`config.mk`:
```
export PLATFORM = sky130hd
export DESIGN_NAME = lcd_reader
export DESIGN_NICKNAME = d
export VERILOG_FILES = /design/src/rtl/lcd_pkg.sv /design/src/rtl/lcd_phase_timer.sv /design/src/rtl/lcd_reader.sv
export SDC_FILE = /design/constraint.sdc
export NUM_CORES = 1
export LEC_CHECK = 0
export ABC_AREA = 1
export BUFFER_PORTS_ARGS = -buffer_cell sky130_fd_sc_hd__buf_2
export CELL_PAD_IN_SITES_DETAIL_PLACEMENT = 1
export CELL_PAD_IN_SITES_GLOBAL_PLACEMENT = 2
export CORE_MARGIN = 5
export CORE_UTILIZATION = 26
export CTS_CLUSTER_DIAMETER = 120
export DETAILED_ROUTE_END_ITERATION = 12
export PLACE_DENSITY_LB_ADDON = 0.1
export SLEW_MARGIN = 20
export SYNTH_ARGS = -nofsm -noshare
export SYNTH_HDL_FRONTEND = slang
export SYNTH_HIERARCHICAL = 1
export SYNTH_SLANG_ARGS = --single-unit
```
`constraint.sdc`:
```
create_clock -name clk -period 2.45 [get_ports clk]
set_input_delay 0.735 -clock clk [delete_from_list [all_inputs] [get_ports clk]]
set_output_delay 0.735 -clock clk [all_outputs]
set_load 0.01 [all_outputs]
```
`src/rtl/lcd_pkg.sv`:
```
`default_nettype none
// ============================================================================
// Module      : lcd_pkg
// Description : Shared definitions for the HD44780 custom-instruction blocks:
//               read FSM state encoding, command/result bit positions and
//               default bus timing (cycles at 50 MHz), which the write
//               instruction uses as well.
// Revision    : 1.0 - initial release
// ============================================================================
package lcd_pkg;

  typedef enum logic [2:0] {
    ST_IDLE    = 3'd0,
    ST_SETUP   = 3'd1,
    ST_EHIGH   = 3'd2,
    ST_HOLD    = 3'd3,
    ST_RECOVER = 3'd4,
    ST_DONE    = 3'd5
  } lcd_state_t;

  // Command word (dataa) bit positions
  localparam int CMD_RS   = 0;
  localparam int CMD_POLL = 1;

  // Result word bit positions
  localparam int RES_TIMEOUT = 8;
  localparam int STATUS_BF   = 7;

  // Default bus timing in clock cycles
  localparam int DEF_T_AS      = 3;
  localparam int DEF_T_EH      = 12;
  localparam int DEF_T_H       = 2;
  localparam int DEF_T_REC     = 13;
  localparam int DEF_MAX_POLLS = 4096;

endpackage
`default_nettype wire

```
`src/rtl/lcd_phase_timer.sv`:
```
`default_nettype none
// ============================================================================
// Module      : lcd_phase_timer
// Description : Down-counter that times one LCD bus phase. Loading N-1 makes
//               `last` assert on the N-th cycle of the phase.
// Ports       : clk, reset_n (sync, active-low), load, load_val -> last
// Revision    : 1.0 - initial release
// ============================================================================
module lcd_phase_timer #(
  parameter int W = 4
) (
  input  logic         clk,
  input  logic         reset_n,
  input  logic         load,
  input  logic [W-1:0] load_val,
  output logic         last
);

  logic [W-1:0] r_cnt;

  always_ff @(posedge clk) begin
    if (!reset_n) begin
      r_cnt <= '0;
    end else if (load) begin
      r_cnt <= load_val;
    end else if (r_cnt != '0) begin
      r_cnt <= r_cnt - 1'b1;
    end
  end

  assign last = (r_cnt == '0);

endmodule
`default_nettype wire

```
`src/rtl/lcd_reader.sv`:
```
`default_nettype none
// ============================================================================
// Module      : lcd_reader
// Description : Nios II custom instruction performing HD44780 read cycles
//               (status or data), with optional busy-flag polling bounded by
//               MAX_POLLS status reads.
// Ports       : clk, reset_n (sync, active-low), clk_en (start), dataa
//               (command) -> done, result, busy; lcd_en/lcd_rs/lcd_rw drive
//               the LCD, lcd_data_i is the sampled LCD data bus.
// Revision    : 1.0 - initial release
// ============================================================================
module lcd_reader
  import lcd_pkg::*;
#(
  parameter int T_AS      = DEF_T_AS,
  parameter int T_EH      = DEF_T_EH,
  parameter int T_H       = DEF_T_H,
  parameter int T_REC     = DEF_T_REC,
  parameter int MAX_POLLS = DEF_MAX_POLLS
) (
  input  logic        clk,
  input  logic        reset_n,
  input  logic        clk_en,
  input  logic [31:0] dataa,
  output logic        done,
  output logic [31:0] result,
  output logic        busy,
  output logic        lcd_en,
  output logic        lcd_rs,
  output logic        lcd_rw,
  input  logic [7:0]  lcd_data_i
);

  localparam int T_MAX12 = (T_AS > T_EH) ? T_AS : T_EH;
  localparam int T_MAX34 = (T_H > T_REC) ? T_H : T_REC;
  localparam int T_MAX   = (T_MAX12 > T_MAX34) ? T_MAX12 : T_MAX34;
  localparam int CW      = (T_MAX > 1) ? $clog2(T_MAX) : 1;
  localparam int PW      = (MAX_POLLS > 1) ? $clog2(MAX_POLLS) : 1;

  localparam logic [CW-1:0] C_LD_AS   = CW'(T_AS - 1);
  localparam logic [CW-1:0] C_LD_EH   = CW'(T_EH - 1);
  localparam logic [CW-1:0] C_LD_H    = CW'(T_H - 1);
  localparam logic [CW-1:0] C_LD_REC  = CW'(T_REC - 1);
  localparam logic [PW-1:0] C_POLL_LAST = PW'(MAX_POLLS - 1);

  lcd_state_t    r_state, w_state_nxt;
  logic          r_rs_lat, r_poll, r_phase_rs;
  logic [7:0]    r_byte;
  logic [PW-1:0] r_poll_cnt;
  logic [8:0]    r_result;
  logic          w_load, w_last;
  logic [CW-1:0] w_load_val;
  logic          w_status_poll, w_bf, w_retry, w_timeout, w_to_data;
  logic          w_unused_dataa;

  assign w_unused_dataa = ^dataa[31:2];

  lcd_phase_timer #(.W(CW)) u_timer (
    .clk      (clk),
    .reset_n  (reset_n),
    .load     (w_load),
    .load_val (w_load_val),
    .last     (w_last)
  );

  // Decision made at the end of RECOVER, based on the byte just captured
  assign w_status_poll = r_poll & ~r_phase_rs;
  assign w_bf          = r_byte[STATUS_BF];
  assign w_retry       = w_status_poll & w_bf & (r_poll_cnt != C_POLL_LAST);
  assign w_timeout     = w_status_poll & w_bf & (r_poll_cnt == C_POLL_LAST);
  assign w_to_data     = w_status_poll & ~w_bf & r_rs_lat;

  // State register
  always_ff @(posedge clk) begin
    if (!reset_n) r_state <= ST_IDLE;
    else          r_state <= w_state_nxt;
  end

  // Next-state logic; every phase entry is a state change, so the timer is
  // reloaded whenever the state changes.
  always_comb begin
    w_state_nxt = r_state;
    case (r_state)
      ST_IDLE:    if (clk_en) w_state_nxt = ST_SETUP;
      ST_SETUP:   if (w_last) w_state_nxt = ST_EHIGH;
      ST_EHIGH:   if (w_last) w_state_nxt = ST_HOLD;
      ST_HOLD:    if (w_last) w_state_nxt = ST_RECOVER;
      ST_RECOVER: if (w_last) w_state_nxt = (w_retry || w_to_data) ? ST_SETUP : ST_DONE;
      ST_DONE:    w_state_nxt = ST_IDLE;
      default:    w_state_nxt = ST_IDLE;
    endcase

    w_load     = (w_state_nxt != r_state);
    w_load_val = '0;
    case (w_state_nxt)
      ST_SETUP:   w_load_val = C_LD_AS;
      ST_EHIGH:   w_load_val = C_LD_EH;
      ST_HOLD:    w_load_val = C_LD_H;
      ST_RECOVER: w_load_val = C_LD_REC;
      default:    w_load_val = '0;
    endcase
  end

  // Outputs decoded from the registered state
  always_comb begin
    lcd_en = (r_state == ST_EHIGH);
    lcd_rw = 1'b1;
    done   = (r_state == ST_DONE);
    busy   = (r_state != ST_IDLE);
    lcd_rs = 1'b0;
    if (r_state != ST_IDLE && r_state != ST_DONE) lcd_rs = r_phase_rs;
  end

  assign result = {23'd0, r_result};

  // Command latch, byte capture, poll counter and result register
  always_ff @(posedge clk) begin
    if (!reset_n) begin
      r_rs_lat   <= 1'b0;
      r_poll     <= 1'b0;
      r_phase_rs <= 1'b0;
      r_byte     <= '0;
      r_poll_cnt <= '0;
      r_result   <= '0;
    end else begin
      if (r_state == ST_IDLE && clk_en) begin
        r_rs_lat   <= dataa[CMD_RS];
        r_poll     <= dataa[CMD_POLL];
        // Polling always begins with a status read regardless of RS
        r_phase_rs <= dataa[CMD_POLL] ? 1'b0 : dataa[CMD_RS];
        r_poll_cnt <= '0;
      end
      if (r_state == ST_EHIGH && w_last) r_byte <= lcd_data_i;
      if (r_state == ST_RECOVER && w_last) begin
        if (w_retry)        r_poll_cnt <= r_poll_cnt + 1'b1;
        else if (w_to_data) r_phase_rs <= 1'b1;
        else                r_result   <= {w_timeout, r_byte};
      end
    end
  end

endmodule
`default_nettype wire

```
# Yosys cells after proc, flatten, opt, wreduce, memory -nomap -nowiden
# Cells that the tools add are included.
# totals
regBits	39
word_cells	63
output_inout_bits	37
# classes
bitwise_logic	10
n_reduce_logical	11
n_mux	19
n_eq_ne	13
add_sub_neg	2
# ops
operator	n
2-to-1 mux 12 bit	3
2-to-1 mux 3 bit	6
case mux 4 bit (4 select lines)	1
case mux 3 bit (5 select lines)	1
adder 12 x 1 -> 12 bit (second input constant)	1
equality test 12 bit (second input constant)	1
equality test 3 x 2 -> 1 bit (second input constant)	4
!= test 12 bit (second input constant)	1
equality test 3 bit (second input constant)	3
2-to-1 mux 4 bit	2
bitwise AND 1 bit	6
equality test 3 x 1 -> 1 bit (second input constant)	2
2-to-1 mux 1 bit	6
logical AND 1 bit	4
zero test 4 bit	1
inverter 1 bit	4
nonzero test 4 bit	1
subtractor 4 x 1 -> 4 bit (second input constant)	1
zero test 3 bit	1
!= test 3 bit	1
!= test 3 bit (second input constant)	1
AND reduction 3 bit	1
nonzero test 3 bit	1
nonzero test 2 bit	1
logical OR 1 bit	1

# Longest topological paths before layout
# Gate-level depths: netlist of the first run.
# depth
word_depth	11
depth_mapped	15
ltp_nobuf	15

# By module
# The synthesis of the first run kept the hierarchy.
# by_module_without_submodules
mod	n_inst	cells_each	area_each_um2	seq_area_each_um2
lcd_reader	1	267	1951.9	700.7
lcd_phase_timer	1	40	247.7	80.1

# Worst setup path before layout of the first run
# Ideal clock, no wire load.
# synth_path
kind	register to register
start	reg u_timer.r_cnt[0]
end	reg u_timer.r_cnt[0]
stages_incl_launch_ff	16
t_required_ns	2.334
t_arrival_ns	1.977
synth_period_minus_slack_ns	2.094
setup_slack_ns	0.356
setup_ns	0.116
cell_sequence	dfxtp_1 inv_1 ha_1 nand2_1 nor2_1 inv_1 nand2_1 nand4_1 nand2_1 inv_1 nand2_1 nand3_1 inv_2 nand3_2 nand2_1 a21oi_1
# synth_lines
item	line	text
start: declaration	lcd_phase_timer.sv:19	logic [W-1:0] r_cnt;
start signal: assignment	lcd_phase_timer.sv:25	r_cnt <= load_val;
start signal: assignment	lcd_phase_timer.sv:27	r_cnt <= r_cnt - 1'b1;
zero test 4 bit *	lcd_phase_timer.sv:31	assign last = (r_cnt == '0);
via w_last	lcd_reader.sv:51	logic w_load, w_last;
2-to-1 mux 3 bit (on tied branches)	n/a	
case mux 3 bit (5 select lines) *	lcd_reader.sv:83	case (r_state)
!= test 3 bit *	lcd_reader.sv:93	w_load = (w_state_nxt != r_state);
via w_load	lcd_reader.sv:51	
2-to-1 mux 4 bit or nonzero test 2 bit (tied branches)	n/a	
# Mark *: on every way through the listed nets, which the timed path passes. The rest lies on a longest branch. The select of a mux whose other input is x is not followed.
# A chain may end at the register's enable or synchronous reset.

# Worst setup path in the final report of the first run
# layout_path
start	reg r_state[0]
end	out lcd_rs
# layout_via
elab_chain_cells	3
# layout_lines
item	line	text
start: declaration	lcd_reader.sv:46	lcd_state_t r_state, w_state_nxt;
start signal: assignment	lcd_reader.sv:76	else r_state <= w_state_nxt;
!= test 3 bit or nonzero test 3 bit (tied branches)	lcd_reader.sv:111	if (r_state != ST_IDLE && r_state != ST_DONE) lcd_rs = r_phase_rs;
logical AND 1 bit *	lcd_reader.sv:111	
2-to-1 mux 1 bit *	lcd_reader.sv:111	
end: declaration	lcd_reader.sv:29	output logic lcd_rs,
# Mark *: on every way between the ends. The rest lies on a longest branch, timed or not.

==> run summary, run 1 <==
status -> complete, no violations
share of layout cells above drive strength 1 -> 21.2%
Layout area overhead -> 15.8%
Worst Hold Class -> flip-flop to flip-flop
per-cell routed wire length -> 12.4 µm
most common library cell in the layout ignoring fill and taps -> nand2_1
Seq/Total Area, Yosys -> 35.5%
Yosys top cell area share -> 35.5%
row count -> 33
Final Hold Fails -> 0
final setup vio count -> 0
GR Util All Layers -> 11.5%
core area -> 8220 µm²
post_cts resized -> 0
initial antenna violation count -> 0
max-cap viol count -> 0
ANT nets after route -> 0
min-delay src -> r_byte[4]
Worst VDD drop -> 0.000199 V
RSZ-0062 raised after global routing -> no
die height -> 102 µm
Worst setup SP type -> flip-flop
final setup skew -> 6.18 ps
Via density -> 4.29
Synth Instances -> 307
global route overflow -> 0
Syn Area/Cell -> 7.16 µm²
hpwl dp -> 4.27 mm
Max clock buf depth -> 2
drt first-iter violations -> 56
placed cells -> 442
r2r worst-path depth -> 15
Synth cell types -> 35
Placer Congestion -> 0.733
Initial Utilization -> 26.8%
CTS sink count -> 39
CP Class -> flip-flop to primary output
setup TNS -> 0 ps
clk root buf -> clkbuf_8
TritonCTS clock tree -> yes
Critical Path RT -> 1710 ps
worst skew pair latency -> 300 ps
die area -> 10400 µm²
R2R Path End -> u_timer/r_cnt[3]
period utilization -> 84.1%
Pre-antenna DRT Iters -> 4
synthesized flop and latch total -> 39
# IOs -> 80
Synth area leader -> dfxtp_1
final WL -> 5.60 mm
Tmin final -> 2060 ps
antenna cell count -> 0
reg2reg setup slack -> 400 ps
Pwr Density -> 880 nW/µm²
die width -> 102 µm
FF-to-FF Start -> u_timer/r_cnt[0]
DRC -> 0
fin. max-slew vios -> 0
f_max -> 486 MHz
first-pass GRT wire length -> 9.43 mm
Netlist Area Pre-Place -> 2200 µm²
fin cells -> 450
via count -> 1932
post-CTS setup buffers -> 0
yosys warns -> 6
ranking of synthesized cells by area -> dfxtp_1 35%, nand2_1 11%, buf_4 8.2%
final net count -> 389
CTS clk-pin slew, worst paths -> 80 ps
cts bufs inserted -> 5
crit path max fanout -> 6
FILL cells -> 1049
input/output buffers -> 25
commonest non-fill, non-tap cells in the layout -> 65 x nand2_1, 41 x nor2_1, 39 x dfxtp_1, 25 x buf_2
WHS Endpoint -> r_result[4]
Crit path arrival time -> 1320 ps
Worst Hold Depth -> 2
CP endpoint kind -> primary output
vias in the first global route -> 1995
Leakage Power -> 1.13 nW
pin count of the biggest net entering global routing -> 20
hold_buf cts -> 0
H-tree depth -> 2
[layer usage]
layer  vias to the layer above  global-route usage, %  part of all wire (%)
li1                       1015                      -                     -
met1                       881                   15.3                    49
met2                        28                   18.6                    46
met3                         8                   1.91                   3.5
met4                         0                   4.24                   1.6
met5                         -                      0                     0
[area by class of cell]
class / instances / area (µm²) / share of cell area, %
sequential: 39 / 781 / 30.7
inverter: 31 / 116 / 4.57
multi-input combinational: 231 / 1180 / 46.2
clock buffer: 6 / 72.6 / 2.85
clock inverter: 2 / 60.1 / 2.36
tap: 105 / 131 / 5.16
timing repair buffer: 36 / 208 / 8.16
[power breakdown]
part           internal (mW)  switching, mW
sequential             0.706         0.0581
combinational          0.301          0.521
clock                  0.408          0.247
[sequential cells by signal, indices dropped and copies added (netlist names)]
register	cells
r_byte	8
r_poll	1
r_poll_cnt	12
u_timer/r_cnt	4
r_result	9
r_rs_lat	1
r_state	3
r_phase_rs	1
[cells by family (layout without fill, tap and decap cells)]
group / Yosys count / after routing / synth area share (%)
flops: 39 / 39 / 35.5
xor+xnor: 2 / 2 / 0.797
simple gates: 153 / 153 / 34.9
other cells: 2 / 24 / 0.341
fa+ha+maj: 2 / 2 / 1.14
buf+inv: 59 / 75 / 14.8
compound gates: 50 / 50 / 12.5
[through the flow]
| stage | hold slack [ps] | utilization (%) | worst slack, ps | total power, mW | area [µm²] |
|---|---|---|---|---|---|
| after floorplan | 436 | - | 356 | 1.37 | 2280 |
| after global placement | 446 | 29.3 | 305 | 1.61 | 2410 |
| after detailed placement | 451 | 29.3 | 291 | 1.61 | 2410 |
| after CTS | 464 | 31.0 | 258 | 2.28 | 2540 |
| after global routing | 472 | 31.0 | 68.7 | 2.44 | 2550 |
| final | 457 | 31.0 | 390 | 2.24 | 2550 |
[worst max-delay path, cell delays in order (launching register included)]
cell     delay (ps)
dfxtp_1         440
inv_1           120
nor3_1          260
nor3_1           70
buf_2           140
[Yosys cell counts, drive strengths merged]
| library cell | count |
|---|---|
| or2 | 2 |
| clkbuf | 2 |
| xor2 | 2 |
| a21oi | 22 |
| and3 | 1 |
| o21a | 2 |
| a211oi | 1 |
| nor2 | 50 |
| buf | 26 |
| o22ai | 2 |
| nor3b | 1 |
| nand3 | 14 |
| inv | 30 |
| o211ai | 2 |
| ha | 2 |
| nor3 | 4 |
| clkinv | 1 |
| nand4 | 8 |
| nand2 | 73 |
| o21bai | 2 |
| conb | 2 |
| o21ai | 19 |
| dfxtp | 39 |
[worst max-delay path by stage]
stage | from | to
after detailed placement | u_timer/r_cnt[0] | u_timer/r_cnt[3]
after global routing | u_timer/r_cnt[0] | u_timer/r_cnt[3]
final | r_state[0] | lcd_rs
after CTS | u_timer/r_cnt[0] | u_timer/r_cnt[3]
after global placement | u_timer/r_cnt[0] | u_timer/r_cnt[3]
after floorplan | u_timer/r_cnt[0] | u_timer/r_cnt[0]
Power figures use the tool's default switching activity.
==> run 2: changes to the inputs <==
- clock period: 2.45 -> 2.2 ns (I/O delays scaled with it)
==> run summary, run 2 (synthesis results as in run 1) <==
DP Area -> 2430 µm² (+0.93%)
Worst VDD drop -> 0.000203 V (+2.2%)
DRC -> 0 (unchanged)
CP Class -> flip-flop to primary output
Critical Path RT -> 1540 ps (-170 ps)
Biggest register -> r_poll_cnt
f_max -> 486 MHz
fin cells -> 452 (+0.44%)
largest registers -> r_poll_cnt x12, r_result x9, r_byte x8
die width -> 102 µm (unchanged)
hpwl dp -> 4.27 mm (-0.20%)
Final Hold Fails -> 0 (unchanged)
row count -> 33 (unchanged)
initial antenna violation count -> 0 (unchanged)
final WL -> 5.46 mm (-2.5%)
pin count of the biggest net entering global routing -> 20 (unchanged)
final net count -> 392 (+0.77%)
period utilization -> 93.5%
final setup skew -> 7.68 ps (+1.49 ps)
final setup vio count -> 0 (unchanged)
Tmin final -> 2060 ps
Leakage Power -> 1.13 nW (+0.18%)
Pwr Density -> 937 nW/µm² (+6.4%)
crit path max fanout -> 6 (unchanged)
fin. max-slew vios -> 0 (unchanged)
Via density -> 4.31 (+0.33%)
CP Cell Sequence -> inv_1, nand2_1, inv_2, nor3_1, buf_2
cts bufs inserted -> 5 (unchanged)
TritonCTS clock tree -> yes
commonest non-fill, non-tap cells in the layout -> 63 x nand2_1, 39 x nor2_1, 39 x dfxtp_1, 25 x buf_2, 24 x conb_1
core area -> 8220 µm² (unchanged)
ANT nets after route -> 0 (unchanged)
vias in the first global route -> 1901 (-4.7%)
most common library cell in the layout ignoring fill and taps -> nand2_1
Pre-antenna DRT Iters -> 3 (-1)
Worst setup SP type -> flip-flop
antenna cell count -> 0 (unchanged)
drt first-iter violations -> 19 (-66%)
Layout area overhead -> 16.8%
Hold Slack -> 459 ps (+2.14 ps)
FILL cells -> 1041 (-0.76%)
via count -> 1947 (+0.78%)
hold_buf cts -> 0 (unchanged)
Max clock buf depth -> 2 (unchanged)
max-cap viol count -> 0 (unchanged)
Initial Utilization -> 26.8% (unchanged)
clk root buf -> clkbuf_8
die area -> 10400 µm² (unchanged)
slowest stage delay, CP -> 490 ps (+50 ps)
worst skew pair latency -> 290 ps (about the same)
per-cell routed wire length -> 12.1 µm (-2.9%)
status -> complete, no violations
# IOs -> 80 (unchanged)
H-tree depth -> 2 (unchanged)
CP endpoint kind -> primary output
input/output buffers -> 25 (unchanged)
area of the multi-input gates -> 1220 µm² (+3.7%)
final instance area -> 2570 µm² (+0.93%)
Register Area -> 781 µm² (unchanged)
first-pass GRT wire length -> 8.98 mm (-4.8%)
Largest register FFs -> 12 (unchanged)
GR Util All Layers -> 11.0% (-0.44 points)
slowest CP cell -> dfxtp_1
RSZ-0062 raised after global routing -> no
placed cells -> 445 (+0.68%)
share of layout cells above drive strength 1 -> 24.5% (+3.3 points)
die height -> 102 µm (unchanged)
Crit path arrival time -> 1400 ps (+80 ps)
global route overflow -> 0 (unchanged)
Placer Congestion -> 0.725 (-1.2%)
setup TNS -> 0 ps (unchanged)
CTS clk-pin slew, worst paths -> 80 ps (about the same)
CTS sink count -> 39 (unchanged)
Worst Hold Class -> flip-flop to flip-flop
run 2: area by class of cell:
type | count | area share [%]
clock buffers | 6 | 3.21
clock inverters | 1 | 0.195
inverters | 31 | 4.63
multi-input cells | 231 | 47.5
flip-flops and latches | 39 | 30.4
well taps | 105 | 5.11
repair buffers | 39 | 8.96
run 2: layer usage:
layer / GRT usage, % / wire length [µm]
met3: 2.46 / 196
met4: 3.94 / 85
met2: 18.3 / 2580
met1: 14.1 / 2600
met5: 0 / 0
run 2: critical path: cells and delay by family (launching register included):
| kind | cells | cell delay (ps) |
|---|---|---|
| simple gates | 2 | 290 |
| flops | 1 | 490 |
| buf+inv | 3 | 320 |
run 2: path summary, 6_finish.rpt:
kind,start,to,slack [ps],cells after the start
worst max-delay path,r_state[2],lcd_rs,140,5
worst min-delay path,r_byte[4],r_result[4],460,2
worst max register to register,u_timer/r_cnt[0],u_timer/r_cnt[3],210,15
worst min register to register,r_byte[4],r_result[4],460,2
run 2: report_power, final:
| part | switching [mW] | internal [mW] |
|---|---|---|
| clock network | 0.257 | 0.246 |
| logic | 0.638 | 0.413 |
| registers | 0.0659 | 0.786 |
run 2: per-stage QoR:
step / setup slack [ps] / util (%) / power (mW)
after global placement: 47.2 / 29.6 / 1.84
final: 144 / 31.3 / 2.41
after detailed placement: 23.9 / 29.6 / 1.84
after floorplan: 106 / - / 1.52
after CTS: 29.2 / 30.8 / 2.38
after global routing: 1.12 / 31.3 / 2.62
run 2: what timing repair did:
item / 4_1_cts / 5_1_grt
pin swaps: 0 / 1
buffers inserted: 0 / 0
setup endpoints to repair: 1 / 5
endpoints found under the hold margin: 0 / 0
cloned: 0 / 0
gates resized for setup: 1 / 14
